<file path="src/rtl/pwm_capture.sv">
// Receiving end of the two-channel 7-bit PWM DAC link: measures the duty of PW_1/PW_2
// over free-running frames and rebuilds the 16-bit word that was written to the DAC.
module pwm_capture #(
    parameter int FRAME_BITS = 7
) (
    input  logic        XCK,
    input  logic        RESETL,
    input  logic        PW_1,
    input  logic        PW_2,
    input  logic        RDL,
    output logic [15:0] SAMPLE,
    output logic        VALID,
    output logic        OVERRUN
);
    // FRAME_BITS is expected to be at least 7 (frame must match the 128-clock PWM period).
    localparam int AW = FRAME_BITS + 1;
    localparam logic [AW:0] SAT = (AW + 1)'(127);
    localparam logic [FRAME_BITS-1:0] FCNT_ONE = 1;
    localparam logic [AW-1:0] ACC_ONE = 1;

    logic                  pw1_meta;
    logic                  pw2_meta;
    logic                  s1;
    logic                  s2;
    logic [FRAME_BITS-1:0] fcnt;
    logic [AW-1:0]         acc1;
    logic [AW-1:0]         acc2;
    logic [6:0]            prev1;
    logic [6:0]            prev2;
    logic                  primed;
    logic                  rdl_q;

    logic [AW:0]           tot1;
    logic [AW:0]           tot2;
    logic [6:0]            r1;
    logic [6:0]            r2;
    logic                  terminal;
    logic                  stable;
    logic [15:0]           cand;
    logic                  load;
    logic                  rd_edge;

    always_comb begin
        tot1     = {1'b0, acc1} + {{AW{1'b0}}, s1};
        tot2     = {1'b0, acc2} + {{AW{1'b0}}, s2};
        r1       = (tot1 > SAT) ? 7'h7f : tot1[6:0];
        r2       = (tot2 > SAT) ? 7'h7f : tot2[6:0];
        terminal = (fcnt == '1);
        stable   = (r1 == prev1) && (r2 == prev2);
        cand     = {~r2[6], r2[5:0], r1, 2'b00};
        load     = terminal && stable && (!primed || (cand != SAMPLE));
        rd_edge  = !RDL && rdl_q;
    end

    always_ff @(posedge XCK or negedge RESETL) begin
        if (!RESETL) begin
            pw1_meta <= 1'b0;
            pw2_meta <= 1'b0;
            s1       <= 1'b0;
            s2       <= 1'b0;
        end else begin
            pw1_meta <= PW_1;
            pw2_meta <= PW_2;
            s1       <= pw1_meta;
            s2       <= pw2_meta;
        end
    end

    // The terminal cycle folds its own input into the result, so a frame spans all 2^FRAME_BITS samples.
    always_ff @(posedge XCK or negedge RESETL) begin
        if (!RESETL) begin
            fcnt  <= '0;
            acc1  <= '0;
            acc2  <= '0;
            prev1 <= '0;
            prev2 <= '0;
        end else begin
            fcnt <= fcnt + FCNT_ONE;
            if (terminal) begin
                acc1  <= '0;
                acc2  <= '0;
                prev1 <= r1;
                prev2 <= r2;
            end else begin
                if (s1) acc1 <= acc1 + ACC_ONE;
                if (s2) acc2 <= acc2 + ACC_ONE;
            end
        end
    end

    // Handshake: VALID rises on every load and stays until the first clock that samples RDL
    // low after it was high; a load in that same clock wins, and OVERRUN then stays clear
    // because the read consumed the previous word.
    always_ff @(posedge XCK or negedge RESETL) begin
        if (!RESETL) begin
            SAMPLE  <= 16'h0000;
            VALID   <= 1'b0;
            OVERRUN <= 1'b0;
            primed  <= 1'b0;
            rdl_q   <= 1'b1;
        end else begin
            rdl_q <= RDL;
            if (load) begin
                SAMPLE  <= cand;
                VALID   <= 1'b1;
                OVERRUN <= !rd_edge && (VALID || OVERRUN);
                primed  <= 1'b1;
            end else if (rd_edge) begin
                VALID   <= 1'b0;
                OVERRUN <= 1'b0;
            end
        end
    end

endmodule

</file>
<file path="config.mk">
export PLATFORM = sky130hd
export DESIGN_NAME = pwm_capture
export DESIGN_NICKNAME = d
export VERILOG_FILES = /design/src/rtl/pwm_capture.sv
export SDC_FILE = /design/constraint.sdc
export NUM_CORES = 1
export LEC_CHECK = 0
export CORE_MARGIN = 3
export CORE_UTILIZATION = 53
export CTS_CLUSTER_SIZE = 16
export DETAILED_ROUTE_END_ITERATION = 12
export PLACE_DENSITY_LB_ADDON = 0.2
export SLEW_MARGIN = 15
export SYNTH_ARGS = -nofsm -noshare
export SYNTH_HDL_FRONTEND = slang
export SYNTH_SLANG_ARGS = --single-unit
</file>
<file path="constraint.sdc">
create_clock -name XCK -period 3.1 [get_ports XCK]
set_input_delay 0.62 -clock XCK [delete_from_list [all_inputs] [get_ports XCK]]
set_output_delay 0.62 -clock XCK [all_outputs]
set_load 0.01 [all_outputs]
</file>
==> Word level (Yosys, flattened, before mapping) <==
Cells that the tools add are included.
{ "word_totals": {"register_bits": 59, "elab_cells": 48} }
{ "op_classes": {"add_sub_neg": 5, "magnitude_cmp": 2, "eq_ne": 4, "n_mux": 9, "bitwise_logic": 1, "reduce_logical": 13} }
{ "ops": {"columns": ["op", "count"], "rows": [
  ["$mux 8", 4],
  ["$add 8x1->9", 2],
  ["$gt 9x7->1 const B", 2],
  ["$add 8x1->8 const B", 2],
  ["$eq 7x7->1", 2],
  ["$mux 7", 2],
  ["$ne 14x14->1", 1],
  ["$add 7x1->7 const B", 1],
  ["$eq 7x7->1 const B", 1],
  ["$reduce_bool 2->1", 3],
  ["$logic_and 1x1->1", 5],
  ["$logic_not 1->1", 3],
  ["$mux 1", 3],
  ["$logic_or 1x1->1", 2],
  ["$not 1->1", 1]
]} }

==> Depth between registers and ports, before layout <==
{ "logic_depth": {"depth_word": 8, "mapped_depth": 13, "depth_no_buf": 10} }

==> Worst setup path after synthesis <==
No wires, ideal clock.
{ "synth_path": {"path_type": "register to register", "start": "register acc1[0]", "end": "register SAMPLE[12]", "arrival_time_ns": 3.233, "t_required_ns": 2.975, "path_slack_ns": -0.258, "path_stages_with_launch": 14, "n_path_buf": 3, "cell_sequence": "dfrtp_1 > ha_1 > ha_1 > a21boi_0 > nand3_1 > o22a_1 > clkbuf_1 > nor3_1 > o2111ai_1 > or4_1 > buf_2 > a41o_1 > buf_6 > mux2_4"} }
{ "synth_via": {"elab_chain_cells": 7, "word_cells_on_any_way": 9} }
{ "synth_rtl": {"columns": ["element", "line", "text"], "rows": [
  ["start: declaration", "26", "logic [AW-1:0] acc1;"],
  ["start signal: assignment", "85", "if (s1) acc1 <= acc1 + ACC_ONE;"],
  ["$add 8x1->9 *", "44", "tot1 = {1'b0, acc1} + {{AW{1'b0}}, s1};"],
  ["$gt 9x7->1", "46", "r1 = (tot1 > SAT) ? 7'h7f : tot1[6:0];"],
  ["$mux 7 *", "46", null],
  ["$eq 7x7->1", "49", "stable = (r1 == prev1) && (r2 == prev2);"],
  ["$logic_and 1x1->1", "49", null],
  ["$logic_and 1x1->1", "51", "load = terminal && stable && (!primed || (cand != SAMPLE));"],
  ["$logic_and 1x1->1 *", "51", null],
  ["end signal: assignment", "104", "SAMPLE <= cand;"],
  ["end: declaration", "11", "output logic [15:0] SAMPLE,"]
]} }
Mark *: on every way between the ends. The rest lies on a longest branch, timed or not.
A chain may end at the register's enable or synchronous reset.

==> Final worst setup path <==
{ "layout_path": {"start": "register acc2[0]", "end": "register SAMPLE[12]"} }
{ "layout_via": {"elab_chain_cells": 7, "word_cells_on_any_way": 10} }
{ "layout_rtl": {"columns": ["element", "line", "text"], "rows": [
  ["start: declaration", "27", "logic [AW-1:0] acc2;"],
  ["start signal: assignment", "86", "if (s2) acc2 <= acc2 + ACC_ONE;"],
  ["$add 8x1->9 *", "45", "tot2 = {1'b0, acc2} + {{AW{1'b0}}, s2};"],
  ["$gt 9x7->1", "47", "r2 = (tot2 > SAT) ? 7'h7f : tot2[6:0];"],
  ["$mux 7 *", "47", null],
  ["$not 1->1 or $eq 7x7->1 (tied branches)", "50, 49", null],
  ["$ne 14x14->1 or $logic_and 1x1->1 (tied branches)", "51, 49", null],
  ["$logic_or 1x1->1 or $logic_and 1x1->1 (tied branches)", "51", null],
  ["$logic_and 1x1->1", "51", null]
]} }
Marked as above.

==> metrics.md <==
| Metric | Value |
|---|---|
| Clock buffer depth | 2 |
| Post-DRT Antenna Nets | 0 |
| Initial DRC count | 84 |
| Share of synthesized registers carrying an async set or reset | 100% |
| Part of the power in the clock network | 22.4% |
| Least-Margin Pin Slew | 0.563 ns |
| Post-route core utilization | 68.8% |
| Peak VDD IR | 0.526 mV |
| Placed insts | 430 |
| Crit-path max cell delay | 0.54 ns |
| Post-synth EDFFs | 0 |
| Clock slew at reported path FFs | 0.06 ns |
| Met3 Wirelength | 157 um |
| Synthesized cell area | 3230 um^2 |
| Crit path max fanout | 8 |
| Ports | 23 |
| Setup violations, final | 0 |
| Vias in the first global route | 2493 |
| Wl on met1 | 3150 um |
| Power Density | 706 nW/um^2 |
| Area leader, netlist | dfrtp_1 |
| Drt wl/cell | 14.7 um |
| Register area | 1480 um^2 |
| Antenna violations before repair | 0 |
| Routed wl met2 | 3120 um |
| Highest Signal Layer | met4 |
| Hold_buf cts | 0 |
| Synth cell count leaders | dfrtp_1, nor2_1, xor2_1 |
| Critical Path RT | 3.32 ns |
| Hold Crit Class | in2async |
| Final Hold Viols | 0 |
| N_diodes | 0 |
| Fmax | 326 MHz |
| Synth top area share | 45.0% |
| Fin cells | 447 |
| Synth Area per Inst | 10.2 um^2 |
| All-layer global routing usage | 20.1% |
| Routed vias/inst | 5.48 |
| Die W | 84.0 um |
| CP delay by family, top | compound AO/OA/AOI/OAI gates |
| Worst-skew pair later-pin latency | 0.33 ns |
| Top post-synthesis cells by area | dfrtp_1, xor2_1, xnor2_1, mux2_2, nor2_1 |
| Critical-path top delay cell | or4_4 |
| Tmin final | 3.07 ns |
| Multi-input combinational cell area | 1650 um^2 |
| Root buf cell | clkbuf_8 |
| PortBufs | 20 |
| Combinational share of power | 42.6% |
| NumNets Final | 382 |
| Fin crit share | 99.1% |
| Leakage | 1.82 nW |
| Yosys Warn Count | 0 |
| Seq pwr share | 35.0% |
| Switching share of power | 36.7% |
| Crit. End Element | flop |
| CTS HTree Levels | 3 |
| Status | complete, no violations |
| Main synth FF type | dfrtp_1 |
| Most frequent cell after synthesis | dfrtp_1 |
| DRC violations left | 0 |
| Final slew viol count | 0 |
| Unique masters post-synth | 55 |
| Clock Skews | 0.00896 ns |
| Setup crit start kind | flop |
| TritonCTS clock tree | built |
| Starting Density | 56.5% |
| GRT overflow | 0 |
| Int Pwr | 1.76 mW |
| Hold Slack | 0.295 ns |
| Sw power | 1.02 mW |
| Fillers | 441 |
| WL final | 6580 um |
| Via count | 2449 |
| CTS buffer count | 9 |
| First-pass GRT wire length | 11400 um |
| WP buf/inv | 0 |
| Critical path cell sequence | ha_2, ha_4, or2_4, a221oi_4, xnor2_1, a2111oi_2, o2111ai_1, or4_4, a41o_4, mux2_4 |
| Largest net degree at the start of global routing | 39 |
| Die area | 7060 um^2 |
| Crit path kind | reg2reg |
| Gp weighted congestion | 0.848 |
| Worst relative slew slack | 62.2% |
| Register area share after synthesis | 45.8% |
| Max_cap viols | 0 |
| Fin Setup TNS | 0 ns |
| Critical Path AT | 3.29 ns |
| Synth Register Bits | 59 |
| DPL Wire Length | 4820 um |
| Rows | 27 |
| Core Footprint | 5710 um^2 |
| Fraction of layout cells with a size suffix above 1 | 22.9% |
| Sink Count | 59 |
| Die Span Y | 84.0 um |
| Area Overhead vs Synth | 21.7% |
| Unrepaired setup endpoints after global routing | yes |
| TritonRoute pass-1 iters | 4 |
| Post-synthesis cell count | 317 |
| Final Total Pwr | 2.77 mW |
layout by cell type (no fill, tap or decap), drive strengths merged, types with 3 or more instances in the layout:
cell type / netlist / final
o21ai: 14 / 14
ha: 7 / 7
mux2i: 10 / 10
and4: 3 / 3
nor4: 3 / 3
clkbuf: 7 / 14
or3: 6 / 6
nor3: 6 / 6
inv: 11 / 11
nand2: 15 / 15
xnor2: 15 / 15
nand4: 7 / 7
a21oi: 20 / 20
xor2: 22 / 22
nand3: 17 / 17
nor2: 32 / 32
buf: 11 / 40
nand2b: 4 / 4
dfrtp: 58 / 58
and3: 4 / 4
clkdlybuf4s50: 0 / 19
mux2: 15 / 15
cells by family (layout without fill, tap and decap cells):
kind of cell,count (synthesis),count (layout),synth area share (%)
AO/OA/AOI/OAI,58,58,12.1
XOR/XNOR,37,37,10.0
adder cells (fa/ha/maj),7,7,2.71
buffers and inverters,29,86,4.58
flip-flops,59,59,45.8
multiplexers,25,25,8.80
other,1,2,0.116
AND/OR/NAND/NOR,101,101,15.8
cell type report:
cell class | instances | share of cell area [%]
multi-input cells | 230 | 42.1
well taps | 72 | 2.29
clock buffers | 14 | 4.14
flip-flops and latches | 59 | 37.6
inverters | 11 | 1.05
repair buffers | 59 | 12.5
clock inverters | 2 | 0.255
worst reg2reg max path, delay by kind of cell (launching register included):
kind	cells	cell delay [ns]
compound gates	4	0.98
fa+ha+maj	2	0.39
simple gates	2	0.77
xor+xnor	1	0.13
flops	1	0.38
mux	1	0.31
flip-flops by register name, summed over array words and instances (netlist names), 7 cells and up:
register and flops:
prev1 7, prev2 7, SAMPLE 14, acc1 8, fcnt 7, acc2 8
through the flow:
stage | worst slack, ns | area [um^2]
3_5_place_dp | -0.0472 | 3710
6_report | 0.0280 | 3930
5_1_grt | -0.122 | 3930
4_1_cts | 0.0117 | 3900
2_1_floorplan | -0.149 | 3260
3_3_place_gp | -0.00168 | 3710
timing repair:
item / CTS / global route
endpoints found under the setup margin: 12 / 15
pin swaps: 0 / 1
setup buffers: 0 / 1
resized for setup: 2 / 6
final timing paths:
kind,cells past startpoint,slack (ns),end,startpoint
max in group asynchronous,2,2.47,rdl_q,RESETL
hold / removal,2,0.30,acc1[1],RESETL
setup / recovery,10,0.03,SAMPLE[12],acc2[0]
hold reg to reg,0,0.36,s2,pw2_meta
min in group XCK,0,0.36,s2,pw2_meta
setup reg to reg,10,0.03,SAMPLE[12],acc2[0]
per-layer routing:
layer	global-route usage [%]	up-vias
met5	0	-
li1	-	1225
met2	31.7	36
met3	4.24	18
met4	9.80	0
met1	26.1	1170
power groups by stage:
| stage | Sequential [mW] | Clock (mW) | Combinational, mW |
|---|---|---|---|
| after floorplan | 0.939 | 0 | 0.782 |
| after global placement | 0.976 | 0 | 1.12 |
| after detailed placement | 0.982 | 0 | 1.15 |
| after CTS | 0.968 | 0.636 | 1.15 |
| after global routing | 0.985 | 0.672 | 1.31 |
| final | 0.969 | 0.622 | 1.18 |
Note: power is estimated with default switching activity, not from simulation.
